--- config.mk ---
export PLATFORM = sky130hd
export DESIGN_NAME = async_fifo_wr_arb
export DESIGN_NICKNAME = d
export VERILOG_FILES = /design/src/rtl/async_fifo_wr_arb.sv
export SDC_FILE = /design/constraint.sdc
export NUM_CORES = 1
export LEC_CHECK = 0
export ABC_AREA = 1
export BUFFER_PORTS_ARGS = -buffer_cell sky130_fd_sc_hd__buf_4
export CORE_MARGIN = 10
export CORE_UTILIZATION = 30
export DETAILED_ROUTE_END_ITERATION = 8
export PLACE_DENSITY = 0.65
export SLEW_MARGIN = 5
export SYNTH_ARGS = -nofsm -noshare
export SYNTH_HDL_FRONTEND = slang
export SYNTH_SLANG_ARGS = --single-unit
--- constraint.sdc ---
create_clock -name clk_i -period 1.9 [get_ports clk_i]
set_input_delay 0.19 -clock clk_i [delete_from_list [all_inputs] [get_ports clk_i]]
set_output_delay 0.19 -clock clk_i [all_outputs]
set_load 0.005 [all_outputs]
--- src/rtl/async_fifo_wr_arb.sv ---
// ============================================================================
// Module   : async_fifo_wr_arb
// Brief    : Round-robin burst arbiter sharing one async_fifo write port among
//            N_REQ producers. Define ASYNC_FIFO_WR_ARB_STATS_EN for stall_cnt_o.
// Revision : 1.0 - initial release
// ============================================================================
`default_nettype none

module async_fifo_wr_arb #(
  parameter int N_REQ      = 4,
  parameter int DATA_WIDTH = 8,
  parameter int MAX_BURST  = 4,
  parameter int ID_W       = (N_REQ > 1) ? $clog2(N_REQ) : 1
) (
  input  logic                        clk_i,
  input  logic                        rst_ni,
  input  logic [N_REQ-1:0]            req_valid_i,
  input  logic [N_REQ*DATA_WIDTH-1:0] req_data_i,
  input  logic [N_REQ-1:0]            req_last_i,
  output logic [N_REQ-1:0]            req_ready_o,
  output logic                        w_en_o,
  output logic [DATA_WIDTH-1:0]       w_data_o,
  input  logic                        w_full_i,
  output logic [ID_W-1:0]             grant_id_o,
  output logic                        busy_o
`ifdef ASYNC_FIFO_WR_ARB_STATS_EN
  ,
  output logic [15:0]                 stall_cnt_o
`endif
);

  localparam int CNT_W = $clog2(MAX_BURST + 1);

  localparam logic [0:0] ST_IDLE  = 1'b0;
  localparam logic [0:0] ST_GRANT = 1'b1;

  logic [0:0]       state_q,    state_d;
  logic [ID_W-1:0]  rr_ptr_q,   rr_ptr_d;
  logic [ID_W-1:0]  grant_id_q, grant_id_d;
  logic [CNT_W-1:0] beat_cnt_q, beat_cnt_d;

  logic [DATA_WIDTH-1:0] w_data_arr [N_REQ];
  logic                  w_found;
  logic [ID_W-1:0]       w_winner;
  logic [ID_W-1:0]       w_idx;
  logic                  w_in_grant;
  logic                  w_gvalid;
  logic                  w_glast;
  logic                  w_xfer;
  logic                  w_release;

  for (genvar k = 0; k < N_REQ; k++) begin : g_unpack
    assign w_data_arr[k] = req_data_i[k*DATA_WIDTH +: DATA_WIDTH];
  end

  // First valid requester scanning upward from rr_ptr, wrapping modulo N_REQ.
  always_comb begin
    w_found  = 1'b0;
    w_winner = '0;
    w_idx    = '0;
    for (int i = 0; i < N_REQ; i++) begin
      w_idx = ID_W'((int'(rr_ptr_q) + i) % N_REQ);
      if (!w_found && req_valid_i[w_idx]) begin
        w_found  = 1'b1;
        w_winner = w_idx;
      end
    end
  end

  assign w_in_grant = (state_q == ST_GRANT);
  assign w_gvalid   = req_valid_i[grant_id_q];
  assign w_glast    = req_last_i[grant_id_q];
  assign w_xfer     = w_in_grant & w_gvalid & ~w_full_i;
  assign w_release  = w_in_grant &
                      (~w_gvalid |
                       (w_xfer & (w_glast | (beat_cnt_q == CNT_W'(MAX_BURST - 1)))));

  always_comb begin
    req_ready_o = '0;
    if (w_in_grant) begin
      req_ready_o[grant_id_q] = ~w_full_i;
    end
  end

  assign w_en_o     = w_xfer;
  assign w_data_o   = w_in_grant ? w_data_arr[grant_id_q] : '0;
  assign grant_id_o = grant_id_q;
  assign busy_o     = w_in_grant;

  always_comb begin
    state_d    = state_q;
    rr_ptr_d   = rr_ptr_q;
    grant_id_d = grant_id_q;
    beat_cnt_d = beat_cnt_q;
    case (state_q)
      ST_IDLE: begin
        if (w_found) begin
          grant_id_d = w_winner;
          beat_cnt_d = '0;
          state_d    = ST_GRANT;
        end
      end
      default: begin
        if (w_xfer) begin
          beat_cnt_d = beat_cnt_q + CNT_W'(1);
        end
        if (w_release) begin
          rr_ptr_d = (grant_id_q == ID_W'(N_REQ - 1)) ? '0 : grant_id_q + ID_W'(1);
          state_d  = ST_IDLE;
        end
      end
    endcase
  end

  always_ff @(posedge clk_i or negedge rst_ni) begin
    if (!rst_ni) begin
      state_q    <= ST_IDLE;
      rr_ptr_q   <= '0;
      grant_id_q <= '0;
      beat_cnt_q <= '0;
    end else begin
      state_q    <= state_d;
      rr_ptr_q   <= rr_ptr_d;
      grant_id_q <= grant_id_d;
      beat_cnt_q <= beat_cnt_d;
    end
  end

`ifdef ASYNC_FIFO_WR_ARB_STATS_EN
  logic [15:0] stall_cnt_q;

  always_ff @(posedge clk_i or negedge rst_ni) begin
    if (!rst_ni) begin
      stall_cnt_q <= '0;
    end else if (w_in_grant && w_gvalid && w_full_i && (stall_cnt_q != 16'hFFFF)) begin
      stall_cnt_q <= stall_cnt_q + 16'd1;
    end
  end

  assign stall_cnt_o = stall_cnt_q;
`endif

endmodule

`default_nettype wire

* Yosys cells after proc, flatten, opt, wreduce, memory -nomap -nowiden
Index checks and enable logic that the tools add are counted.
** Word-level totals
- Register bits after elaboration :: 8
- Input port bits :: 43
- Output and inout port bits :: 16
- Logic and storage cells :: 75
** Operators by class
- Add/subtract/negate cells :: 5
- Magnitude comparators :: 7
- Equality and inequality tests :: 3
- Multiplexer cells :: 34
- Bitwise logic cells :: 11
- Reduce and logical (&&, ||, !) cells :: 11
** Operators by type and width (count)
- 2-to-1 mux 8 bit :: 3
- binary-select mux 8 bit (select 2 bit) :: 1
- < comparator 2 x 3 -> 1 bit (second input constant) :: 5
- 2-to-1 mux 1 bit :: 14
- binary-select mux 1 bit (select 2 bit) :: 6
- 2-to-1 mux 2 bit :: 5
- 2-to-1 mux 3 bit :: 3
- AND reduction 2 bit :: 3
- adder 2 x 1 -> 2 bit (second input constant) :: 2
- adder 2 bit (second input constant) :: 2
- bitwise AND 1 bit :: 4
- bitwise AND 4 bit :: 1
- logical AND 1 bit :: 4
- 2-to-1 mux 4 bit :: 1
- adder 3 x 1 -> 3 bit (second input constant) :: 1
- equality test 3 x 2 -> 1 bit (second input constant) :: 1
- greater-or-equal comparator 3 bit (second input constant) :: 1
- zero test 1 bit :: 3
- NOT 1 bit :: 3
- NOT 2 -> 3 bit :: 1
- demux 1 bit (select 2 bit) :: 1
- equality test 2 bit (second input constant) :: 1
- greater-or-equal comparator 2 x 1 -> 1 bit (second input constant) :: 1
- inequality test 2 x 1 -> 1 bit (second input constant) :: 1
- other kinds (2) :: 3

* Depth between registers and ports, before layout
- Depth in word-level cells :: 14
- Gate-level depth with buffers :: 12
- Mapped depth without buffers :: 11

* Worst setup path after synthesis
OpenSTA, ideal clock, no wires.
- Path type :: register to output
- From :: reg grant_id_q[0], in the netlist grant_id_o[0]
- To :: out req_ready_o[2]
- Arrival :: 1176 ps
- Data required time :: 1710 ps
- Slack :: 534 ps
- Cell stages (with the launch flop) :: 7
- Path buffers :: 2
- Path through :: dfrtp_1 -> inv_2 -> buf_2 -> buf_2 -> ha_1 -> inv_1 -> nor2_1
** Between the ends
- Cells in the longest elaborated chain, start to end :: 6
- Elaborated cells on any way between the ends :: 7
- Those cells by class :: 2 x order compare; 3 x mux; 1 x bitwise; 1 x reduce/logical
** Ends and longest elaborated chain
- start, declared :: line 39 : logic [ID_W-1:0] grant_id_q, grant_id_d;
- start signal, assigned :: line 124 : grant_id_q <= grant_id_d;
- < comparator 2 x 3 -> 1 bit (implied by the code) or greater-or-equal comparator 2 x 1 -> 1 bit (tied branches) :: line 81 : req_ready_o[grant_id_q] = ~w_full_i;
- logical AND 1 bit (implied by the code) :: line 81
- 2-to-1 mux 1 bit (implied by the code) :: line 81
- demux 1 bit (select 2 bit) (*) :: line 81
- bitwise AND 4 bit (no line) (*)
- 2-to-1 mux 4 bit (*) :: line 80 : if (w_in_grant) begin
- end, declared :: line 20 : output logic [N_REQ-1:0] req_ready_o,
Mark *: on every way between the ends. The rest lies on a longest branch, timed or not.

* Worst setup path in the final report
- From :: reg grant_id_q[0], in the netlist grant_id_o[0]
- To :: out w_en_o
** Between the ends
- Cells in the longest elaborated chain, start to end :: 4
** Ends and longest elaborated chain
- binary-select mux 1 bit (select 2 bit) :: line 71 : assign w_gvalid = req_valid_i[grant_id_q];
- 2-to-1 mux 1 bit (implied by the code) :: line 71
- bitwise AND 1 bit (2 in a row) :: line 73 : assign w_xfer = w_in_grant & w_gvalid & ~w_full_i;
- end, declared :: line 21 : output logic w_en_o,
Every way passes these cells. The select of a mux whose other input is x is not followed.

==> results.md <==
Status:
- The run finished with clean final reports.

Clock network:
- Clock tree synthesis selected as its root buffer the cell clkbuf_8.
- The number of clock buffers added by TritonCTS is 3.
- CTS saw 8 sinks.
- TritonCTS built the clock tree.
- For the worst-skew pair, the clock arrives at the later sink with an insertion delay of 0.22 ns.
- The register clock-pin slew on the reported worst setup and hold paths is 0.04 ns.
- The post-CTS setup buffer count is 0.
- In this run the number of H-tree levels came out at 1.
- The clock passes through at most 2 buffers.

Place:
- The count of buffers added on input and output ports is 58.
- The congestion estimate from routability-driven global placement came to 0.816.
- Detailed placement ended at an HPWL of 3090 µm.

Detailed routing:
- The final wirelength is 3680 µm.
- After detailed routing, the average wire length per cell comes to 12.5 µm.
- The final antenna-violating net count is 0.
- For this block, the initial DRC count from the detailed router was 78.
- The iteration count of the initial detailed-routing pass is 4.
- Using the TritonRoute via totals, the vias-per-cell ratio works out to 4.57.
- The routed layout has 1348 vias.
- The number of remaining DRC errors is 0.

GRT:
- The number of antenna violations at the first check in global routing came to 0.
- The largest net degree at the start of global routing is 22.
- The first-pass GRT wire length is 6220 µm.
- Global routing finished with a remaining overflow of 0.
- The global-route usage over all layers is 11.5%.
- The number of global-route vias before repair is 1280.

Yosys:
- For this run, asynchronously set or reset flops after synthesis account for 100%.
- Counting flops with a built-in enable in the synthesized netlist gives 0.
- After synthesis the netlist holds a flip-flop and latch count of 8.
- In the synthesized netlist the dominant register cell turns out to be dfrtp_1.
- The synthesized netlist occupies a cell area of 1120 µm².
- The number of distinct library cell variants in the gate-level netlist after synthesis is 24.
- The warning count from the yosys run is 0.
- The cell count after synthesis came out at 189.
- After synthesis, the cell types taking the most area are dfrtp_1 (18%), nand2_1 (14%), nor2_1 (13%).
- Dividing the synthesized area by the synthesized cell count gives 5.93 µm².
- The sequential fraction of the synthesis area is 17.9%.
- The cell type with the largest total area after synthesis is dfrtp_1.
- The net count after synthesis is 238.
- The synthesized design devotes to its leading area cell type 17.9% of total area.

Timing:
- Dividing the final minimum period by the clock period gives 89.2%.
- For this run, the top clock speed supported by timing is 590 MHz.
- The tightest slew margin relative to the limit is 70.0%.
- The setup clock skew after layout is 0.00396 ns.
- The number of pins with negative max-slew slack in the final report is 0.
- The final hold violation count is 0.
- At the pin with the least slew margin, the transition time is 0.449 ns.
- Summed over all failing endpoints, the final setup total negative slack is 0 ns.
- The number of setup violations in the final report is 0.
- Setup repair after global routing left no endpoint under its margin.
- Counting I/O delays and the setup requirement, the final critical path takes 1.69 ns.

Cells and area:
- The total number of nets in the final design is 298.
- The number of inserted filler cells in the final layout is 402.
- The fraction of layout cells with a size suffix above 1 is 36.0%.
- The area growth from synthesis to layout is 46.8%.
- The final cell utilization of the core is 45.3%.
- 0 antenna diodes ended up in the layout.

Power and ir drop:
- IR analysis of the VDD net gives a maximum drop of 547 µV.
- The leakage power figure is 0.894 nW.
- Dividing total power by cell area gives a power density of 1440 nW/µm².

Setup path:
- Counting cells, the worst reg-to-reg path comes to 9.
- STA puts the critical path data required time at 1.71 ns.
- The minimum setup slack among reg-to-reg paths is 0.31 ns.
- The arrival time of data at the critical path endpoint is 1.50 ns.
- By startpoint and endpoint, the worst setup path is classified as flop to output pin.
- STA classifies the critical path startpoint as a flop.
- STA classifies the critical path endpoint as an output pin.
- The endpoint identified for the worst register-to-register timing path is grant_id_o[1].
- In this run the critical register-to-register path is launched from rr_ptr_q[0].
- The worst-path maximum fanout is 12.

Floorplanning:
- From bottom edge to top edge, the die measures 81.1 µm.
- The die covers 6580 µm².
- For this design the top-level I/O count stands at 59.
- Once the floorplan was initialized, standard cells occupied 30.9% of the core.
- The horizontal die dimension is 81.1 µm.
- The number of placement rows is 22.
- The core outline area is 3630 µm².

Run:
- Max-cap violations in this run came to 0.

Min path:
- The path category of the worst min-delay check is input pin to async pin.
## registers in the layout (all words and copies together) (netlist names)
signal	cells
beat_cnt_q	3
busy_o	1
rr_ptr_q	2
grant_id_o	2
## critical path, cell delays in order, from the launching register on
cell     delay (ns)
dfrtp_2        0.46
buf_4          0.20
o21ai_1        0.22
nand3_2        0.18
inv_1          0.11
buf_4          0.11
## cells by family after synthesis
family                   after synthesis  synth area share, %
AO/OA/AOI/OAI                         32                 14.6
adder cells (fa/ha/maj)                6                 6.70
buffers and inverters                 27                 11.8
flip-flops                             8                 17.9
AND/OR/NAND/NOR                      116                 49.0
## layout make-up
cell class / instances / area (µm²) / area share (%)
well taps: 48 / 60.1 / 3.65
inverters: 19 / 78.8 / 4.79
flip-flops and latches: 8 / 201 / 12.2
multi-input cells: 154 / 788 / 47.9
clock buffers: 3 / 41.3 / 2.51
repair buffers: 63 / 475 / 28.9
## synthesized netlist by cell type, types with 3 or more instances
cell type and n:
nand2_2 6, nand2_1 42, inv_2 5, nor2_1 40
a21oi_1 11, ha_1 6, inv_1 13, buf_4 3
buf_2 4, nand2_4 5, dfrtp_1 8, nand3_1 13
o21ai_1 13, o21ai_0 7
## through the flow
step | cells | worst slack, ns | hold slack, ns | area, µm² | total power, mW
finish | 295 | 0.206 | 0.314 | 1650 | 2.36
global route | 295 | 0.0532 | 0.366 | 1650 | 2.66
CTS | 295 | 0.103 | 0.318 | 1640 | 2.40
detailed placement | 291 | 0.300 | 0.0150 | 1590 | 2.19
global placement | 291 | 0.282 | 0.0153 | 1590 | 2.17
floorplan | 189 | 0.534 | -0.106 | 1120 | 1.63
## layer usage
metal	global-route usage (%)	vias to the layer above	routed length, µm
met4	2.08	0	9
met5	0	-	0
met2	20.1	20	1950
met1	14.5	613	1550
met3	2.10	2	172
li1	-	713	-
## where the power goes
part	switching, mW	internal (mW)
Clock	0.0607	0.137
Sequential	0.122	0.249
Combinational	1.04	0.754
## placed cells by master (no fill, tap or decap), types with 7 or more instances in the layout
master / instances
nand2_1: 42
o21ai_1: 13
inv_1: 13
nor2_1: 40
o21ai_0: 7
nand3_1: 13
a21oi_1: 11
buf_4: 62
dfrtp_1: 7
## repair_timing
action                                  CTS  global route
hold buffers                              1             0
hold endpoints to repair                  8             0
endpoints found under the setup margin    0             1
gates resized for setup                   0             1
## worst max path at each step
stage	start	endpoint	cells after the start
floorplan	grant_id_o[0]	req_ready_o[2]	6
CTS	grant_id_o[0]	w_en_o	6
finish	grant_id_o[0]	w_en_o	5
global placement	rr_ptr_q[0]	grant_id_o[1]	9
global route	grant_id_o[0]	w_en_o	6
detailed placement	rr_ptr_q[0]	grant_id_o[1]	9
No activity file was read; power rests on OpenSTA's default activity.
